===== src/rtl/cache_pkg.sv =====
// cache_pkg: shared widths, MSI encodings, request/row layouts and arbiter state for the cache front end
package cache_pkg;
  localparam int BYTE_EN_W = 4;
  localparam int TAG_W     = 18;
  localparam int IDX_W     = 12;
  localparam int DATA_W    = 32;
  localparam int MSI_W     = 2;
  localparam int REQ_W     = 69;
  localparam int ROW_W     = 53;
  localparam logic [MSI_W-1:0] MSI_I = 2'b00;
  localparam logic [MSI_W-1:0] MSI_S = 2'b01;
  localparam logic [MSI_W-1:0] MSI_M = 2'b11;
  typedef struct packed {
    logic [BYTE_EN_W-1:0] byte_en;
    logic [TAG_W-1:0]     tag;
    logic [IDX_W-1:0]     index;
    logic [DATA_W-1:0]    data;
    logic                 msi_valid;
    logic [MSI_W-1:0]     msi;
  } cache_req_t;
  typedef struct packed {
    logic                 pad;
    logic [TAG_W-1:0]     tag;
    logic [DATA_W-1:0]    data;
    logic [MSI_W-1:0]     msi;
  } cache_row_t;
  typedef enum logic {INIT, RUN} state_e;
  function automatic logic row_hit(cache_row_t row, cache_req_t req);
    return row.tag == req.tag && row.msi != MSI_I;
  endfunction
endpackage


===== src/rtl/cache_resp_buffer.sv =====
// cache_resp_buffer: one-entry valid/ready holding register for a captured cache row and its hit flag
module cache_resp_buffer
  import cache_pkg::*;
(
  input  logic       CLK,
  input  logic       RST_N,
  input  logic       load,
  input  logic       rdy,
  input  cache_row_t row_in,
  input  logic       hit_in,
  output logic       valid,
  output cache_row_t row,
  output logic       hit
);
  logic       valid_q, valid_d, hit_q, hit_d;
  cache_row_t row_q, row_d;
  // a load wins over a drain so drain and refill can share one cycle
  always_comb begin
    valid_d = load || (valid_q && !rdy);
    row_d   = load ? row_in : row_q;
    hit_d   = load ? hit_in : hit_q;
  end
  // entry registers, cleared on reset
  always_ff @(posedge CLK) begin
    if (!RST_N) begin
      valid_q <= 1'b0;
      row_q   <= '0;
      hit_q   <= 1'b0;
    end else begin
      valid_q <= valid_d;
      row_q   <= row_d;
      hit_q   <= hit_d;
    end
  end
  assign valid = valid_q;
  assign row   = row_q;
  assign hit   = hit_q;
endmodule


===== src/rtl/cache_port_arbiter.sv =====
// cache_port_arbiter: sweeps the cache invalid after reset, then round-robin shares it between two ports
module cache_port_arbiter
  import cache_pkg::*;
#(
  parameter int   INDEX_W    = 12,
  parameter logic INIT_SWEEP = 1'b1
) (
  input  logic             CLK,
  input  logic             RST_N,
  output logic             init_done,
  input  logic             req_valid_0,
  input  logic             req_valid_1,
  output logic             req_ready_0,
  output logic             req_ready_1,
  input  logic [REQ_W-1:0] req_0,
  input  logic [REQ_W-1:0] req_1,
  output logic             resp_valid_0,
  output logic             resp_valid_1,
  input  logic             resp_ready_0,
  input  logic             resp_ready_1,
  output logic [ROW_W-1:0] resp_row_0,
  output logic [ROW_W-1:0] resp_row_1,
  output logic             resp_hit_0,
  output logic             resp_hit_1,
  output logic             cache_put_valid,
  output logic [REQ_W-1:0] cache_put_request,
  input  logic [ROW_W-1:0] cache_get_response
);
  state_e               state_q, state_d;
  logic [INDEX_W-1:0]   ctr_q, ctr_d;
  logic                 rr_q, rr_d;
  logic                 run, elig_0, elig_1, grant_0, grant_1, hit;
  cache_req_t           sweep_req, put_req;
  assign run = state_q == RUN;
  // sweep request, eligibility, round-robin grant and next-state computation
  always_comb begin
    sweep_req = '{byte_en: '1, tag: '0, index: IDX_W'(ctr_q), data: '0, msi_valid: 1'b1, msi: MSI_I};
    elig_0    = run && req_valid_0 && (!resp_valid_0 || resp_ready_0);
    elig_1    = run && req_valid_1 && (!resp_valid_1 || resp_ready_1);
    grant_0   = elig_0 && (!elig_1 || !rr_q);
    grant_1   = elig_1 && (!elig_0 || rr_q);
    put_req   = !run ? sweep_req : grant_0 ? cache_req_t'(req_0) : grant_1 ? cache_req_t'(req_1) : '0;
    hit       = row_hit(cache_row_t'(cache_get_response), put_req);
    rr_d      = grant_0 ? 1'b1 : grant_1 ? 1'b0 : rr_q;
    ctr_d     = run ? ctr_q : ctr_q + INDEX_W'(1);
    state_d   = (!run && &ctr_q) ? RUN : state_q;
  end
  // controller state: mode, sweep index and round-robin pointer
  always_ff @(posedge CLK) begin
    if (!RST_N) begin
      state_q <= INIT_SWEEP ? INIT : RUN;
      ctr_q   <= '0;
      rr_q    <= 1'b0;
    end else begin
      state_q <= state_d;
      ctr_q   <= ctr_d;
      rr_q    <= rr_d;
    end
  end
  assign init_done         = run;
  assign req_ready_0       = grant_0;
  assign req_ready_1       = grant_1;
  assign cache_put_valid   = !run || grant_0 || grant_1;
  assign cache_put_request = put_req;
  cache_resp_buffer u_buf_0 (
    .CLK(CLK), .RST_N(RST_N), .load(grant_0), .rdy(resp_ready_0),
    .row_in(cache_get_response), .hit_in(hit),
    .valid(resp_valid_0), .row(resp_row_0), .hit(resp_hit_0)
  );
  cache_resp_buffer u_buf_1 (
    .CLK(CLK), .RST_N(RST_N), .load(grant_1), .rdy(resp_ready_1),
    .row_in(cache_get_response), .hit_in(hit),
    .valid(resp_valid_1), .row(resp_row_1), .hit(resp_hit_1)
  );
endmodule


===== config.mk =====
export PLATFORM = sky130hd
export DESIGN_NAME = cache_port_arbiter
export DESIGN_NICKNAME = d
export VERILOG_FILES = /design/src/rtl/cache_pkg.sv /design/src/rtl/cache_resp_buffer.sv /design/src/rtl/cache_port_arbiter.sv
export SDC_FILE = /design/constraint.sdc
export NUM_CORES = 1
export LEC_CHECK = 0
export BUFFER_PORTS_ARGS = -buffer_cell sky130_fd_sc_hd__buf_4
export CORE_AREA = 2 2 146 148
export CTS_CLUSTER_SIZE = 16
export DETAILED_ROUTE_END_ITERATION = 12
export DIE_AREA = 0 0 148 150
export MAX_ROUTING_LAYER = met4
export REMOVE_ABC_BUFFERS = 1
export SYNTH_ARGS = -nofsm -noshare
export SYNTH_HDL_FRONTEND = slang
export SYNTH_SLANG_ARGS = --single-unit

===== constraint.sdc =====
create_clock -name CLK -period 2.8 [get_ports CLK]
set_input_delay 0.56 -clock CLK [delete_from_list [all_inputs] [get_ports CLK]]
set_output_delay 0.56 -clock CLK [all_outputs]
set_load 0.03 [all_outputs]

Yosys cells after proc, flatten, opt, wreduce, memory -nomap -nowiden
Index checks and enable logic that the tools add are counted.
{"block": "totals", "ff_bits": 124, "out_inout_bits": 183, "word_cells": 51}
{"block": "op_classes", "eq_ne": 1, "reduce_logical": 29, "muxes": 5, "n_addsub": 1}
{"cell": "$mux 69", "count": 3}
{"cell": "$eq 18x18->1", "count": 1}
{"cell": "$add 12x1->12 const B", "count": 1}
{"cell": "$reduce_and 12->1", "count": 1}
{"cell": "$logic_and 1x1->1", "count": 10}
{"cell": "$logic_not 1->1", "count": 8}
{"cell": "$logic_or 1x1->1", "count": 8}
{"cell": "$reduce_bool 2->1", "count": 2}
{"cell": "$mux 1", "count": 2}

Depth between registers and ports, before layout
{"block": "depth", "ltp_word": 11, "depth_mapped": 10}

Hierarchy
Synthesis repeated with hierarchy kept, for this count alone.
{"block": "hier_totals", "hier_cells": 600, "area_unflattened_um2": 6142.1}
{"module": "cache_resp_buffer", "cells_per_inst": 177, "instances": 2, "seq_area_each_um2": 1101.1, "area_each_um2": 2128.3}
{"module": "cache_port_arbiter", "cells_per_inst": 246, "instances": 1, "seq_area_each_um2": 280.3, "area_each_um2": 1885.6}

Worst setup path after synthesis
No wires, ideal clock.
{"block": "synth_path", "path_kind": "input to output", "startpoint": "in req_valid_1", "endpoint": "out cache_put_request[2]", "path_stages": 8, "arrival_ns": 2.356, "required_ns": 2.240, "path_slack_ns": -0.116, "n_path_buf": 2, "path_cell_list": "and2_1 -> a211oi_2 -> nand2_2 -> inv_2 -> clkbuf_1 -> clkbuf_1 -> a22oi_1 -> nand2_1"}
{"block": "synth_between", "elab_chain_cells": 7, "elab_cells_between_ends": 9, "classes_between": "mux (3); reduce/logical (6)"}
{"item": "start: declaration", "line": "cache_port_arbiter.sv:12", "text": "input logic req_valid_1,"}
{"item": "$logic_and 1x1->1 (2 in a row)", "line": "cache_port_arbiter.sv:39", "text": "elig_1 = run && req_valid_1 && (!resp_valid_1 || resp_ready_1);"}
{"item": "$logic_not 1->1", "line": "cache_port_arbiter.sv:40", "text": "grant_0 = elig_0 && (!elig_1 || !rr_q);"}
{"item": "$logic_or 1x1->1", "line": "cache_port_arbiter.sv:40"}
{"item": "$logic_and 1x1->1", "line": "cache_port_arbiter.sv:40"}
{"item": "via req_ready_0", "line": "cache_port_arbiter.sv:13", "text": "output logic req_ready_0,"}
{"item": "$mux 69 (2 in a row)", "line": "cache_port_arbiter.sv:42", "text": "put_req = !run ? sweep_req : grant_0 ? cache_req_t'(req_0) : grant_1 ? cache_req_t'(req_1) : '0;"}
{"item": "end: declaration", "line": "cache_port_arbiter.sv:26", "text": "output logic [REQ_W-1:0] cache_put_request,"}
The timed path passes the listed nets, and every way through them passes these cells.

Final worst setup path
{"block": "layout_path", "startpoint": "reg u_buf_0.valid_q (netlist: u_buf_0.valid)", "endpoint": "out cache_put_request[10]"}
{"block": "layout_between", "elab_chain_cells": 9, "elab_cells_between_ends": 10, "classes_between": "mux (3); reduce/logical (7)"}
{"item": "start: declaration", "line": "cache_resp_buffer.sv:15", "text": "logic valid_q, valid_d, hit_q, hit_d;"}
{"item": "start signal: assignment", "line": "cache_resp_buffer.sv:30", "text": "valid_q <= valid_d;"}
{"item": "$logic_not 1->1 (*)", "line": "cache_port_arbiter.sv:38", "text": "elig_0 = run && req_valid_0 && (!resp_valid_0 || resp_ready_0);"}
{"item": "$logic_or 1x1->1 (*)", "line": "cache_port_arbiter.sv:38"}
{"item": "$logic_and 1x1->1 (*)", "line": "cache_port_arbiter.sv:38"}
{"item": "$logic_not 1->1", "line": "cache_port_arbiter.sv:41", "text": "grant_1 = elig_1 && (!elig_0 || rr_q);"}
{"item": "$logic_or 1x1->1", "line": "cache_port_arbiter.sv:41"}
{"item": "$logic_and 1x1->1", "line": "cache_port_arbiter.sv:41"}
{"item": "$mux 69", "line": "cache_port_arbiter.sv:42"}
{"item": "$mux 69 (*) (2 in a row)", "line": "cache_port_arbiter.sv:42"}
Every way passes the cells marked *; elsewhere a longest branch is shown, timed or not.

==> results_dict.tcl <==
set metrics [dict create \
    status "completed" \
    die_y_microns 150 \
    hold_buffers 0 \
    cts_made_buffers 17 \
    cts.clk_slew.worst_paths_ns 0.06 \
    drt-total-wl_microns 23100 \
    dp_hpwl_microns 16800 \
    num_vias 6290 \
    min_period_ns 2.69 \
    fmax_mhz 372 \
    cts_tree "done" \
    crit_fanout 19 \
    clockBufferDepth 2 \
    synthFlopType "dfxtp_1" \
    worst_path_max_delay_cell "a211o_2" \
    cp_num_buf_inv 4 \
    antenna_left 0 \
    cp_top_family "buffers and inverters" \
    core_sq_um 20700 \
    synth_area_per_cell_sq_um 8.14 \
    synth_edf_count 0 \
    setup_violations 0 \
    fp.dieW_microns 148 \
    yosys_warnings 0 \
    path_cells "or2b_1 > a211o_2 > inv_6 > buf_12 > buf_12 > a22o_1 > buf_4" \
    netlist_instances 704 \
    worstSetupPathType "reg2out" \
    n_antenna_cell 0 \
    worstPathRequired_ns 2.24 \
    max_slew_margin 0.534 \
    overflow 0 \
    grt_setup_unrepaired "no" \
    fin_nets 1268 \
    timing.max_cap.violations 0 \
    io_buffers 379 \
    io_pins 380 \
    rows 53 \
    finalWorstSetupSlack_ns 0.112 \
    viasPerCell 4.63 \
    grt_pass1_wl_microns 33900 \
    start_util 0.277 \
    synth_area_sq_um 5730 \
    cts-htree-levels 4 \
    cpMostUsedCell "buf_12" \
    synthToLayoutAreaGrowth_pct 68.6 \
    cts_root_buf "clkbuf_16" \
    p_per_area_nw_per_um2 474 \
    drtIter0Drc 219 \
    crit_path_end_kind "output pin" \
    timing.final.crit_share 0.960 \
    grt_use_total 0.204 \
    max-vdd-ir-drop_v 0.000389 \
    synth-async-reset-ratio 0 \
    hp-class "in2reg" \
    post-place-ws_ns 0.0708 \
    critPathMaxStageDelay_ns 0.36 \
    synth_cell_types 39 \
    startpoint_type "flip-flop" \
    finalHoldViolations 0 \
    dp.cells 1324 \
    clk_latency_ns 0.42 \
    finClkSkew_ns 0.00950 \
    grt_max_degree 60 \
    cts.sinks 124 \
    worst-endpoint-arrival_ns 2.13 \
    first_pass_iters 7 \
    instances_no_fill 1358 \
    slew_violations 0 \
    drc 0 \
    wl_per_cell_microns 17.0 \
    leakagePower_nw 4.19 \
    gp_congestion 0.896 \
    ys_seq_area_frac 0.433 \
    drive_above_1_share 0.408 \
    dieArea_sq_um 22200 \
    grt_pass1_vias 6014 \
    ys_ff_latch 124 \
    worst_pin_slew_ns 0.699 \
    postCtsSetupRepairBufs 0 \
    antenna_found_initial 0 \
]
-- synthesized netlist by cell type (2+ instances only) --
cell type  count  share of area
nand2_1      229           0.15
dfxtp_1      124           0.43
a21boi_0     109           0.14
clkbuf_1      43          0.028
a22o_1        40          0.061
a22oi_1       20          0.026
nand3_1       18          0.016
xnor2_1       16          0.024
o21ai_0       14          0.012
inv_1         12         0.0079
and2_1        11          0.012
nor2b_1       11          0.012
xor2_1        11          0.017
buf_2          9         0.0079
and3_1         4         0.0044
buf_1          3         0.0020
a221o_1        2         0.0035
a31o_1         2         0.0031
and2b_1        2         0.0026
inv_2          2         0.0013
nand2b_1       2         0.0022
nand4_1        2         0.0022
nor2_1         2         0.0013
-- worst paths after layout --
check | startpoint | depth (start not counted) | slack (ns) | to
hold / removal | cache_get_response[9] | 3 | 0.41 | u_buf_0.row[9]
setup / recovery | u_buf_0.valid | 7 | 0.11 | cache_put_request[10]
hold reg to reg | u_buf_0.row[47] | 2 | 0.46 | u_buf_0.row[47]
setup reg to reg | u_buf_0.valid | 8 | 0.46 | u_buf_0.hit
-- per-stage QoR --
stage / instance area (sq um) / hold WS (ns) / power (W) / util / TNS (ns)
6_report: 9660 / 0.407 / 0.00458 / 0.467 / 0
5_1_grt: 9660 / 0.396 / 0.00473 / 0.467 / 0
3_3_place_gp: 8920 / 0.451 / 0.00215 / 0.431 / 0
4_1_cts: 9580 / 0.388 / 0.00463 / 0.463 / 0
2_1_floorplan: 5520 / 0.477 / 0.00187 / - / -150.53
3_5_place_dp: 8920 / 0.457 / 0.00215 / 0.431 / 0
-- layout make-up --
cell class / instances / area [sq um]
Clock buffer: 19 / 443
Clock inverter: 13 / 214
Fill cell: 2111 / 11000
Inverter: 14 / 62.6
Multi-Input combinational cell: 511 / 2990
Sequential cell: 124 / 2480
Tap cell: 275 / 344
Timing Repair Buffer: 402 / 3130
-- report_power, final --
part / internal (W) / switching [W] / total (W)
combinational: 0.000221 / 0.000121 / 0.000342
clock: 0.00161 / 0.000854 / 0.00246
sequential: 0.00177 / 0.00000334 / 0.00177
-- layer usage --
layer / global-route usage / vias up / part of all wire
met2: 0.338 / 255 / 0.50
met5: - / - / 0
met3: 0.0473 / 43 / 0.063
met4: 0.0805 / 0 / 0.027
met1: 0.240 / 2885 / 0.41
li1: - / 3107 / -
-- worst register-to-register path, cell delays in order, from the launching register on --
cell and delay, ns:
dfxtp_1 0.34, or2b_1 0.29, a211o_2 0.36, inv_6 0.13, a22o_4 0.14, xor2_1 0.05, or4_4 0.50, nor4b_4 0.30
a31o_1 0.17
-- flip-flops by register name (all words and copies together) (netlist names) --
register / flops
u_buf_0.row: 53
u_buf_1.row: 53
ctr_q: 12
init_done: 1
rr_q: 1
u_buf_0.hit: 1
u_buf_0.valid: 1
u_buf_1.hit: 1
u_buf_1.valid: 1
-- layout by cell type (no fill, tap or decap), types with 2 or more instances in the layout --
| cell | instances |
|---|---|
| clkbuf_16 | 19 |
| nor2_1 | 2 |
| nor2b_1 | 11 |
| and2_1 | 11 |
| buf_12 | 3 |
| a221o_1 | 2 |
| a22oi_1 | 20 |
| nand2b_1 | 2 |
| nand3_1 | 18 |
| and2b_1 | 2 |
| buf_4 | 395 |
| a211oi_2 | 2 |
| a22o_1 | 40 |
| clkinv_4 | 3 |
| and3_1 | 4 |
| a31o_1 | 2 |
| nand4_1 | 2 |
| nand2_1 | 229 |
| bufinv_16 | 5 |
| o21ai_0 | 14 |
| xor2_1 | 11 |
| inv_6 | 4 |
| clkinvlp_4 | 2 |
| buf_16 | 2 |
| dfxtp_1 | 124 |
| a21boi_0 | 109 |
| inv_1 | 12 |
| xnor2_1 | 16 |
-- repair_timing --
action	4_1_cts	5_1_grt
pin swaps	0	1
gates cloned	0	2
setup endpoints to repair	2	13
resized for setup	1	7
-- cells by family after synthesis --
logic type                 count (synthesis)  share of synthesized area
buffers and inverters                     69                     0.0471
DFF                                      124                      0.433
and+or+nand+nor                          289                      0.215
xor gates and xnor gates                  27                     0.0412
AOI/OAI and AO/OA                        193                      0.259
muxes                                      1                    0.00175
adders and majority gates                  1                    0.00218
Note: power is estimated with default switching activity, not from simulation.
